File: config.mk
export PLATFORM = sky130hd
export DESIGN_NAME = route_requester
export DESIGN_NICKNAME = d
export VERILOG_FILES = /design/src/rtl/noc_pkg.sv /design/src/rtl/xy_route_compute.sv /design/src/rtl/route_requester.sv
export SDC_FILE = /design/constraint.sdc
export NUM_CORES = 1
export LEC_CHECK = 0
export BUFFER_PORTS_ARGS = -buffer_cell sky130_fd_sc_hd__buf_2
export CAP_MARGIN = 10
export CORE_AREA = 5 5 42 44
export DETAILED_ROUTE_END_ITERATION = 8
export DIE_AREA = 0 0 47 49
export PLACE_DENSITY_LB_ADDON = 0.08
export RECOVER_POWER = 100
export REMOVE_ABC_BUFFERS = 1
export SYNTH_ARGS = -nofsm -noshare
export SYNTH_HDL_FRONTEND = slang
export SYNTH_SLANG_ARGS = --single-unit
File: constraint.sdc
create_clock -name clk -period 1.71 [get_ports clk]
set_clock_uncertainty 0.2 [all_clocks]
set_input_delay 0 -clock clk [delete_from_list [all_inputs] [get_ports clk]]
set_output_delay 0 -clock clk [all_outputs]
set_load 0.005 [all_outputs]
File: src/rtl/noc_pkg.sv
// Shared definitions for the route requester: flit-type codes, output-port
// indices, requester FSM state encoding and flit-type classifiers.
package noc_pkg;

  localparam logic [1:0] FLIT_BODY      = 2'b00;
  localparam logic [1:0] FLIT_HEAD      = 2'b01;
  localparam logic [1:0] FLIT_TAIL      = 2'b10;
  localparam logic [1:0] FLIT_HEAD_TAIL = 2'b11;

  localparam logic [1:0] PORT_E = 2'd0;
  localparam logic [1:0] PORT_W = 2'd1;
  localparam logic [1:0] PORT_N = 2'd2;
  localparam logic [1:0] PORT_S = 2'd3;

  typedef enum logic [1:0] {
    ST_IDLE    = 2'd0,
    ST_REQUEST = 2'd1,
    ST_FORWARD = 2'd2,
    ST_RELIEVE = 2'd3
  } state_e;

  function automatic logic is_head_type(input logic [1:0] flit_type);
    return (flit_type == FLIT_HEAD) || (flit_type == FLIT_HEAD_TAIL);
  endfunction

  function automatic logic is_last_type(input logic [1:0] flit_type);
    return (flit_type == FLIT_TAIL) || (flit_type == FLIT_HEAD_TAIL);
  endfunction

endpackage

File: src/rtl/xy_route_compute.sv
// Combinational dimension-ordered (X then Y) route computation from a
// destination coordinate to an output-port index of this router.
module xy_route_compute
  import noc_pkg::*;
#(
  parameter int N             = 4,
  parameter int REQUEST_WIDTH = 2,
  parameter int ROUTER_ID     = 0,
  parameter int LOCAL_PORT    = 0,
  parameter int LOG2N         = (N > 1) ? $clog2(N) : 1
) (
  input  logic [LOG2N-1:0]         dest_x,
  input  logic [LOG2N-1:0]         dest_y,
  output logic [REQUEST_WIDTH-1:0] port_idx
);

  localparam logic [LOG2N-1:0] MY_X = LOG2N'(ROUTER_ID % N);
  localparam logic [LOG2N-1:0] MY_Y = LOG2N'(ROUTER_ID / N);

  // X is resolved fully before Y, so a packet never turns from Y back into X.
  always_comb begin
    port_idx = REQUEST_WIDTH'(LOCAL_PORT);
    if (dest_x > MY_X) begin
      port_idx = REQUEST_WIDTH'(PORT_E);
    end else if (dest_x < MY_X) begin
      port_idx = REQUEST_WIDTH'(PORT_W);
    end else if (dest_y > MY_Y) begin
      port_idx = REQUEST_WIDTH'(PORT_S);
    end else if (dest_y < MY_Y) begin
      port_idx = REQUEST_WIDTH'(PORT_N);
    end else begin
      port_idx = REQUEST_WIDTH'(LOCAL_PORT);
    end
  end

endmodule

File: src/rtl/route_requester.sv
// Requesting side of the switch-control reservation protocol: route the head
// flit, reserve the output port, stream the packet, release after the tail.
// Optional ROUTE_STATS_EN adds saturating pkt_count / stall_count outputs.
module route_requester
  import noc_pkg::*;
#(
  parameter int N             = 4,
  parameter int DATA_WIDTH    = 8,
  parameter int REQUEST_WIDTH = 2,
  parameter int ROUTER_ID     = 0,
  parameter int LOCAL_PORT    = 0
) (
  input  logic                     clk,
  input  logic                     rst,
  input  logic                     vc_active,
  input  logic [DATA_WIDTH-1:0]    in_data,
  input  logic                     in_valid,
  output logic                     in_ready,
  output logic [DATA_WIDTH-1:0]    out_data,
  output logic                     out_valid,
  input  logic                     out_ready,
  output logic                     routeReserveRequestValid,
  output logic [REQUEST_WIDTH-1:0] routeReserveRequest,
  input  logic                     routeReserveStatus,
  output logic                     routeRelieve,
  output logic                     err_drop
`ifdef ROUTE_STATS_EN
  ,
  output logic [15:0]              pkt_count,
  output logic [15:0]              stall_count
`endif
);

  localparam int LOG2N = (N > 1) ? $clog2(N) : 1;

  state_e                   state_q, state_d;
  logic [REQUEST_WIDTH-1:0] port_q, port_d;
  logic [REQUEST_WIDTH-1:0] route_port_s;
  logic [1:0]               flit_type_s;

  logic                     in_ready_s;
  logic [DATA_WIDTH-1:0]    out_data_s;
  logic                     out_valid_s;
  logic                     req_valid_s;
  logic [REQUEST_WIDTH-1:0] req_port_s;
  logic                     relieve_s;
  logic                     err_drop_s;

  assign flit_type_s = in_data[DATA_WIDTH-1 -: 2];

  xy_route_compute #(
    .N            (N),
    .REQUEST_WIDTH(REQUEST_WIDTH),
    .ROUTER_ID    (ROUTER_ID),
    .LOCAL_PORT   (LOCAL_PORT),
    .LOG2N        (LOG2N)
  ) u_xy_route_compute (
    .dest_x  (in_data[LOG2N-1:0]),
    .dest_y  (in_data[2*LOG2N-1:LOG2N]),
    .port_idx(route_port_s)
  );

  // Next-state and output decode for the reservation protocol.
  always_comb begin
    state_d     = state_q;
    port_d      = port_q;
    in_ready_s  = 1'b0;
    out_data_s  = '0;
    out_valid_s = 1'b0;
    req_valid_s = 1'b0;
    req_port_s  = '0;
    relieve_s   = 1'b0;
    err_drop_s  = 1'b0;
    case (state_q)
      ST_IDLE: begin
        if (in_valid && is_head_type(flit_type_s)) begin
          port_d  = route_port_s;
          state_d = ST_REQUEST;
        end else if (in_valid) begin
          in_ready_s = 1'b1;
          err_drop_s = 1'b1;
        end else begin
          state_d = ST_IDLE;
        end
      end
      ST_REQUEST: begin
        req_valid_s = vc_active;
        req_port_s  = port_q;
        if (routeReserveStatus && vc_active) begin
          state_d = ST_FORWARD;
        end else begin
          state_d = ST_REQUEST;
        end
      end
      ST_FORWARD: begin
        out_data_s  = in_data;
        out_valid_s = in_valid && vc_active;
        in_ready_s  = out_valid_s && out_ready;
        if (in_ready_s && is_last_type(flit_type_s)) begin
          state_d = ST_RELIEVE;
        end else begin
          state_d = ST_FORWARD;
        end
      end
      ST_RELIEVE: begin
        relieve_s = 1'b1;
        state_d   = ST_IDLE;
      end
      default: begin
        state_d = ST_IDLE;
      end
    endcase
  end

  // FSM state and latched output port.
  always_ff @(posedge clk or negedge rst) begin
    if (!rst) begin
      state_q <= ST_IDLE;
      port_q  <= '0;
    end else begin
      state_q <= state_d;
      port_q  <= port_d;
    end
  end

  // Reset forces IDLE, where only the orphan-drop path is input-driven; gate it too.
  assign in_ready                 = rst & in_ready_s;
  assign err_drop                 = rst & err_drop_s;
  assign out_data                 = out_data_s;
  assign out_valid                = out_valid_s;
  assign routeReserveRequestValid = req_valid_s;
  assign routeReserveRequest      = req_port_s;
  assign routeRelieve             = relieve_s;

`ifdef ROUTE_STATS_EN
  logic [15:0] pkt_count_q, pkt_count_d;
  logic [15:0] stall_count_q, stall_count_d;

  // Saturating packet and reservation-stall counters.
  always_comb begin
    pkt_count_d   = pkt_count_q;
    stall_count_d = stall_count_q;
    if ((state_q == ST_RELIEVE) && (pkt_count_q != 16'hFFFF)) begin
      pkt_count_d = pkt_count_q + 16'd1;
    end else begin
      pkt_count_d = pkt_count_q;
    end
    if ((state_q == ST_REQUEST) && !(routeReserveStatus && vc_active) &&
        (stall_count_q != 16'hFFFF)) begin
      stall_count_d = stall_count_q + 16'd1;
    end else begin
      stall_count_d = stall_count_q;
    end
  end

  // Counter registers.
  always_ff @(posedge clk or negedge rst) begin
    if (!rst) begin
      pkt_count_q   <= 16'd0;
      stall_count_q <= 16'd0;
    end else begin
      pkt_count_q   <= pkt_count_d;
      stall_count_q <= stall_count_d;
    end
  end

  assign pkt_count   = pkt_count_q;
  assign stall_count = stall_count_q;
`endif

endmodule

==> flow_metrics.tcl <==
set metrics [dict create \
    clkSinkCount 3 \
    min_period_ns 1.54 \
    synth-main-ff-cell "dfrtp_1" \
    crit_arrival_ns 1.45 \
    drtIter0Drc 0 \
    cp_slowest_cell "dlygate4sd3_1" \
    synth_common_cells "9 x and2_1, 3 x dfrtp_1, 2 x and3b_1, 2 x and4b_1" \
    io_pins 29 \
    post-synth-top-area-cell "dfrtp_1" \
    postCtsSetupBuffers 0 \
    cp_top_family "buffers and inverters" \
    maxCapViolCount 0 \
    hold_violations 0 \
    numCtsBuffers 3 \
    via_per_inst 4.06 \
    routedWlPerCell_um 10.0 \
    yosys-top-cells-area "dfrtp_1 30%, and2_1 22%, and4b_1 7.9%, and3b_1 6.9%, mux2_2 4.4%" \
    vias 353 \
    async_flop_share_pct 100 \
    report.power.total_uw 546 \
    htree_levels 1 \
    rsz0062_at_grt "false" \
    hold_path.class "in -> reg" \
    rows 14 \
    finish.net_count 86 \
    dp_hpwl_um 666 \
    synth_cells 29 \
    synth.most_common_cell "and2_1" \
    worstSetupPathDepth 5 \
    setup_viol 0 \
    die_y_um 49 \
    cpMostUsedCell "dlygate4sd3_1" \
    max_slew_margin_pct 87.6 \
    avgSynthCellArea_um2 8.76 \
    cp_slowest_stage_delay_ns 0.54 \
    reg2reg_depth 3 \
    diodes 0 \
    areaGrowthSynthToFinish_pct 109 \
    grt_antenna_before_repair 0 \
    tightestPinTransition_ns 0.183 \
    cts_tree "yes" \
    fin_crit_sh_pct 90.1 \
    yosysSeqAreaShare_pct 29.6 \
    antenna_left 0 \
    power_density_nw_per_um2 1030 \
    die_w_um 47 \
    track_usage_pct 7.62 \
    synth_edf_count 0 \
    start_util_pct 18.1 \
    fin_util_pct 37.9 \
    critPathLaunchType "input pin" \
    yosysWarnings 0 \
    drive_gt1_share_pct 39.4 \
    drt-total-wl_um 874 \
    tns_ns 0 \
    endpoint_kind "register" \
    synth_top_area_share_pct 29.6 \
    grt_pass1_vias 329 \
    dieArea_um2 2300 \
    grt_max_degree 10 \
    leakage_nw 0.286 \
    path_buf_inv 3 \
    hold_depth 4 \
    clk-insertion-delay-late_ns 0.23 \
    drc 0 \
    critPathKind "in -> reg" \
    gp_congestion 0.633 \
    io_buffers 28 \
    cp_max_fo 2 \
    ir_drop_v 0.000357 \
    synth_cell_type_count 17 \
    grt_pass1_wl_um 1300 \
    slew_viol_final 0 \
    crit_required_ns 1.62 \
    grt-ovfl-total 0 \
    path_clk_slew_ns 0.03 \
    max_clock_freq_mhz 649 \
    core_um2 1400 \
    synth_seq_cells 3 \
    path_cells "dlygate4sd3_1, buf_2, nor3_1, dlygate4sd3_1, mux2_2" \
    whs_ns 0.0487 \
    design_area_um2 531 \
    syn_area_um2 254 \
    first_pass_iters 1 \
    cts-root-buf "clkbuf_4" \
    cts_buffer_depth 2 \
    placed_cell_area_um2 414 \
    status "finished clean" \
]
placed cells by master, fill, tap and decap left out, drive strengths merged:
cell type,count
dlygate4sd3,10
nor3,1
clkbuf,10
dfrtp,3
and4b,2
o21ai,1
a31o,1
nand4b,1
nor2b,1
nor2,2
a31oi,1
nand3,1
a21oi,1
buf,23
mux2,1
and3b,2
and2,9
nand2b,1
final cells by class:
cell class                 count  area, um2
tap                           16       20.0
clock buffer                   4       26.3
timing repair buffer          39        240
sequential                     3       75.1
fill                         154        871
multi-input combinational     25        169
kinds of logic after synthesis:
kind of cell | synth area share [%]
AO/OA/AOI/OAI | 9.85
buffers and inverters | 2.96
multiplexers | 4.43
AND/OR/NAND/NOR | 53.2
flip-flops | 29.6
where the power goes:
group | internal [mW] | switching (mW) | total [mW]
Sequential | 0.107 | 0.0419 | 0.149
Combinational | 0.161 | 0.115 | 0.276
Clock | 0.0872 | 0.0335 | 0.121
Total | 0.356 | 0.190 | 0.546
path summary, 6_finish.rpt:
path,start,to,slack [ns]
setup / recovery,in_data[0],port_q[0],0.17
setup reg to reg,register,register,0.19
hold / removal,vc_active,state_q[0],0.05
hold reg to reg,port_q[0],port_q[0],0.30
min in group asynchronous,rst,asynchronous set/reset pin,0.51
max in group asynchronous,rst,port_q[0],0.66
stage by stage:
step	instances	setup slack (ns)
floorplan	28	0.483
global route	87	0.114
finish	87	0.169
CTS	87	0.166
detailed placement	73	0.417
global placement	73	0.424
what timing repair did:
| item | in CTS | in global routing |
|---|---|---|
| hold endpoints to repair | 6 | 0 |
| hold buffers | 10 | 0 |
| gates resized for setup | 0 | 0 |
worst min-delay path, stage by stage:
cell and delay, ns:
buf_2 0.10, a21oi_1 0.07, a31oi_1 0.15, o21ai_0 0.10
layer usage:
metal	global-route usage (%)	up-vias	wire, um
li1	-	188	-
met1	9.93	154	371
met2	10.9	11	430
met3	2.21	0	71
met4	4.15	0	0
met5	0	-	0
No activity file was read; power rests on OpenSTA's default activity.
